<file path="config.mk">
export PLATFORM = sky130hd
export DESIGN_NAME = alu_issue_queue
export DESIGN_NICKNAME = d
export VERILOG_FILES = /design/src/rtl/alu_issue_queue.sv
export SDC_FILE = /design/constraint.sdc
export NUM_CORES = 1
export LEC_CHECK = 0
export BUFFER_PORTS_ARGS = -buffer_cell sky130_fd_sc_hd__buf_4
export CELL_PAD_IN_SITES_DETAIL_PLACEMENT = 1
export CELL_PAD_IN_SITES_GLOBAL_PLACEMENT = 2
export CORE_UTILIZATION = 25
export CTS_BUF_LIST = sky130_fd_sc_hd__clkbuf_16
export CTS_CLUSTER_SIZE = 30
export DETAILED_ROUTE_END_ITERATION = 8
export PLACE_DENSITY_LB_ADDON = 0.1
export RECOVER_POWER = 25
export SLEW_MARGIN = 0
export SYNTH_ARGS = -nofsm -noshare
export SYNTH_HDL_FRONTEND = slang
export SYNTH_SLANG_ARGS = --single-unit
</file>
<file path="constraint.sdc">
create_clock -name clk -period 4.16 [get_ports clk]
set_clock_uncertainty 0.15 [all_clocks]
set_input_delay 0.208 -clock clk [delete_from_list [all_inputs] [get_ports clk]]
set_output_delay 0.208 -clock clk [all_outputs]
set_load 0.03 [all_outputs]
</file>
<file path="src/rtl/alu_issue_queue.sv">
// Flow-controlled issue stage in front of a combinational ALU: FIFO of {opcode,a,b} plus one-entry result register.
// Optional feature: define ALU_ISSUE_QUEUE_BYPASS_EN to let an empty queue feed the ALU straight from the input port.
module alu_issue_queue #(
   parameter int DEPTH = 4,
   parameter int W = 4
) (
   input  logic                         clk,
   input  logic                         reset,
   input  logic                         io_in_valid,
   output logic                         io_in_ready,
   input  logic [W-1:0]                 io_in_a,
   input  logic [W-1:0]                 io_in_b,
   input  logic [1:0]                   io_in_opcode,
   output logic [W-1:0]                 io_alu_a,
   output logic [W-1:0]                 io_alu_b,
   output logic [1:0]                   io_alu_opcode,
   input  logic [W-1:0]                 io_alu_out,
   output logic                         io_res_valid,
   input  logic                         io_res_ready,
   output logic [W-1:0]                 io_res_bits,
   output logic [1:0]                   io_res_opcode,
   output logic [$clog2(DEPTH+1)-1:0]   io_count
);
   localparam int PW = $clog2(DEPTH);
   localparam int CW = $clog2(DEPTH+1);
   localparam int EW = 2 + 2*W;

   logic [EW-1:0] mem_q [DEPTH];
   logic [EW-1:0] mem_d [DEPTH];
   logic [PW-1:0] wr_ptr_q, wr_ptr_d;
   logic [PW-1:0] rd_ptr_q, rd_ptr_d;
   logic [CW-1:0] count_q, count_d;
   logic          res_valid_q, res_valid_d;
   logic [W-1:0]  res_bits_q, res_bits_d;
   logic [1:0]    res_opcode_q, res_opcode_d;

   logic          not_empty, slot_free, push, pop, bypass, fifo_push, capture;
   logic [EW-1:0] head;

   assign not_empty   = count_q != '0;
   assign io_in_ready = count_q != CW'(DEPTH);
   assign slot_free   = !res_valid_q || io_res_ready;
   assign push        = io_in_valid && io_in_ready;
   assign pop         = not_empty && slot_free;
   assign head        = mem_q[rd_ptr_q];

`ifdef ALU_ISSUE_QUEUE_BYPASS_EN
   assign bypass = !not_empty && slot_free && io_in_valid;
`else
   assign bypass = 1'b0;
`endif

   // A bypassed op goes straight into the result register, so it must not also land in the FIFO.
   assign fifo_push = push && !bypass;
   assign capture   = pop || bypass;

   always_comb begin
      io_alu_opcode = '0;
      io_alu_a      = '0;
      io_alu_b      = '0;
      if (not_empty) begin
         {io_alu_opcode, io_alu_a, io_alu_b} = head;
      end else if (bypass) begin
         {io_alu_opcode, io_alu_a, io_alu_b} = {io_in_opcode, io_in_a, io_in_b};
      end
   end

   always_comb begin
      mem_d        = mem_q;
      wr_ptr_d     = wr_ptr_q;
      rd_ptr_d     = rd_ptr_q;
      res_valid_d  = res_valid_q;
      res_bits_d   = res_bits_q;
      res_opcode_d = res_opcode_q;
      if (fifo_push) begin
         mem_d[wr_ptr_q] = {io_in_opcode, io_in_a, io_in_b};
         wr_ptr_d        = wr_ptr_q + PW'(1);
      end
      if (pop) begin
         rd_ptr_d = rd_ptr_q + PW'(1);
      end
      count_d = count_q + CW'(fifo_push) - CW'(pop);
      if (capture) begin
         res_valid_d  = 1'b1;
         res_bits_d   = io_alu_out;
         res_opcode_d = io_alu_opcode;
      end else if (io_res_ready) begin
         res_valid_d = 1'b0;
      end
   end

   always_ff @(posedge clk) begin
      if (reset) begin
         wr_ptr_q     <= '0;
         rd_ptr_q     <= '0;
         count_q      <= '0;
         res_valid_q  <= 1'b0;
         res_bits_q   <= '0;
         res_opcode_q <= '0;
      end else begin
         wr_ptr_q     <= wr_ptr_d;
         rd_ptr_q     <= rd_ptr_d;
         count_q      <= count_d;
         res_valid_q  <= res_valid_d;
         res_bits_q   <= res_bits_d;
         res_opcode_q <= res_opcode_d;
      end
   end

   // Entry storage is never reset; occupancy is tracked solely by the pointers and count.
   always_ff @(posedge clk) begin
      mem_q <= mem_d;
   end

   assign io_res_valid  = res_valid_q;
   assign io_res_bits   = res_bits_q;
   assign io_res_opcode = res_opcode_q;
   assign io_count      = count_q;

endmodule

</file>
==> results.tsv <==
metric	value	unit
status	finished, final reports clean	
Synth Flop Type	edfxtp_1	
dpl ws	1580	ps
Layout area overhead	27.3	%
clk slew on worst S/H paths	70	ps
sequential-to-total area share from yosys stat	0.666	
IO Count	39	
die width	96.3	um
Worst Setup Start Kind	flip-flop	
count of pins over their slew limit	0	
MaxCap Viol Count	0	
DRT iter0 DRCs	63	
Synth Register Bits	54	
port bufs	38	
Worst-Margin Slew	916	ps
CTS tree	done	
CORE AREA	0.00868	mm2
post-DR vias/cell	4.39	
fmax	390	MHz
Setup CP Type	reg2reg	
CP startpoint	io_count[2]$_SDFF_PP0_	
crit path max fanout	10	
RePlAce Congestion	0.704	
Longest Clk Path Bufs	2	
Final Hold Fails	0	
Final min period	2570	ps
Critical Path RT	4190	ps
number of buffers inserted during clock tree synthesis	5	
Yosys warnings	0	
Clock Latency Late Sink	280	ps
grt ovf	0	
HPWL after DPL	3170	um
initial antenna violation count	0	
Hold Crit Start	io_alu_out[0]	
Max H-tree Level	2	
Syn Area/Cell	15.5	um2
average routed wire per standard cell	15.8	um
syn_nets	168	
postcts setup bufs	0	
Tcrit/Tclk final	0.617	
post-synth top area cell	edfxtp_1	
asr flop ratio synth	0	
top cells by instance count after synthesis	40 x edfxtp_1, 14 x dfxtp_1, 10 x a21oi_1, 10 x and2_1, 9 x mux4_2	
DRC Markers	0	
die area	0.00927	mm2
initial core utilization	0.256	
Yosys cell types	28	
largest net degree at the start of global routing	18	
ant diodes	0	
Reg2Reg Launch Point	io_count[2]$_SDFF_PP0_	
Pre-antenna DRT Iters	4	
Setup crit end kind	flip-flop	
Die Y	96.3	um
EDFF count, synth	40	
relative slew slack	0.388	
GR Util All Layers	0.108	
Hold Crit Class	in2reg	
clock sinks	54	
r2r setup slk	1590	ps
RSZ-0062 raised after global routing	false	
first-pass GRT wire length	7120	um
# rows	34	
final setup fails	0	
maximum vdd drop	0.210	mV
area share of the largest cell type after synthesis	0.540	
crit path DAT	2590	ps
PD cells	695	mW/mm2
final wirelength	4720	um
layout cells sized above 1	0.258	
Lkg Pwr	1.02	nW
via count	1309	
cell area after synthesis	0.00222	mm2
root buf cell	clkbuf_16	
most numerous cell in the Yosys netlist	edfxtp_1	
Post-Synthesis Cells	143	
Post-DRT Antenna Nets	0	
Area contributors post-synth	edfxtp_1 54%, dfxtp_1 13%, mux4_2 9.1%	
vias in the first global route	1393	
Layout Nets	214	
Final WS setup	1590	ps
Fin Setup TNS	0	ps
-- worst paths after layout --
kind | cells past startpoint | endpoint
min reg2reg | 2 | io_res_opcode[0]$_SDFFE_PP0P_
max | 9 | io_count[2]$_SDFF_PP0_
min | 3 | io_res_bits[0]$_SDFFE_PP0P_
max reg2reg | 9 | io_count[2]$_SDFF_PP0_
-- routing by layer --
metal  track usage  up-vias  part of all wire
met5             0        -                 0
met1         0.131      669              0.44
li1              -      622                 -
met2         0.189       16              0.53
met3        0.0261        2             0.025
met4        0.0294        0            0.0051
-- kinds of logic (layout without fill, tap and decap cells) --
group,after synthesis,count (layout),share of synthesized area
AO/OA/AOI/OAI,21,21,0.0557
multiplexers,10,10,0.103
buffers and inverters,15,62,0.0349
XOR/XNOR,2,2,0.00788
AND/OR/NAND/NOR,34,34,0.0895
adder cells (fa/ha/maj),7,7,0.0428
flip-flops,54,54,0.666
-- area by class of cell --
cell class              count  area [um2]
fillers                   931        5850
clock buffers               5         125
inverters                   6        22.5
multi-input cells          74         664
well taps                 108         135
clock inverters             3        42.5
repair buffers             48         359
flip-flops and latches     54        1480
-- cells in the final DEF (no fill, tap or decap), drive strengths merged --
cell	count
edfxtp	40
buf	31
dfxtp	14
clkbuf	12
and2	10
a21oi	10
dlygate4sd3	10
mux4	10
nand3	8
o21ai	7
inv	7
ha	6
and3	4
nor2b	3
nor2	3
or3	2
a21o	2
xnor2	2
nor3	1
or3b	1
nand2	1
nand2b	1
a311oi	1
a31o	1
fa	1
clkinv	1
bufinv	1
-- report_power, final --
| part | switching [mW] | internal, mW |
|---|---|---|
| Sequential | 0.0905 | 0.662 |
| Clock | 0.180 | 0.284 |
| Combinational | 0.426 | 0.323 |
| Total | 0.697 | 1.27 |
-- flip-flops by register name, summed over array words and instances, names as in the netlist --
signal         flops
io_res_opcode      2
io_count           3
io_res_bits        4
wr_ptr_q           2
mem_q             40
io_res_valid       1
rd_ptr_q           2
-- critical path, cell delays in order, from the launching register on --
cell,delay (ps)
dfxtp_1,360
nor3_2,500
nor2_1,150
ha_1,300
inv_1,40
ha_1,180
fa_1,380
xnor2_1,200
xnor2_1,150
nor2_1,50
-- through the flow --
step	total power, mW	cells	area (um2)	utilization	hold slack, ps
after global routing	2.08	298	2830	0.326	45.6
after CTS	2.01	298	2860	0.329	33.7
after floorplan	1.28	143	2220	-	127
after detailed placement	1.53	280	2590	0.298	263
after global placement	1.51	280	2590	0.298	256
final	1.97	298	2830	0.326	36.4
-- repair_timing --
action | CTS | global route
hold endpoints to repair | 40 | 0
hold buffers | 10 | 0
resized for setup | 0 | 0
Power figures use the tool's default switching activity.
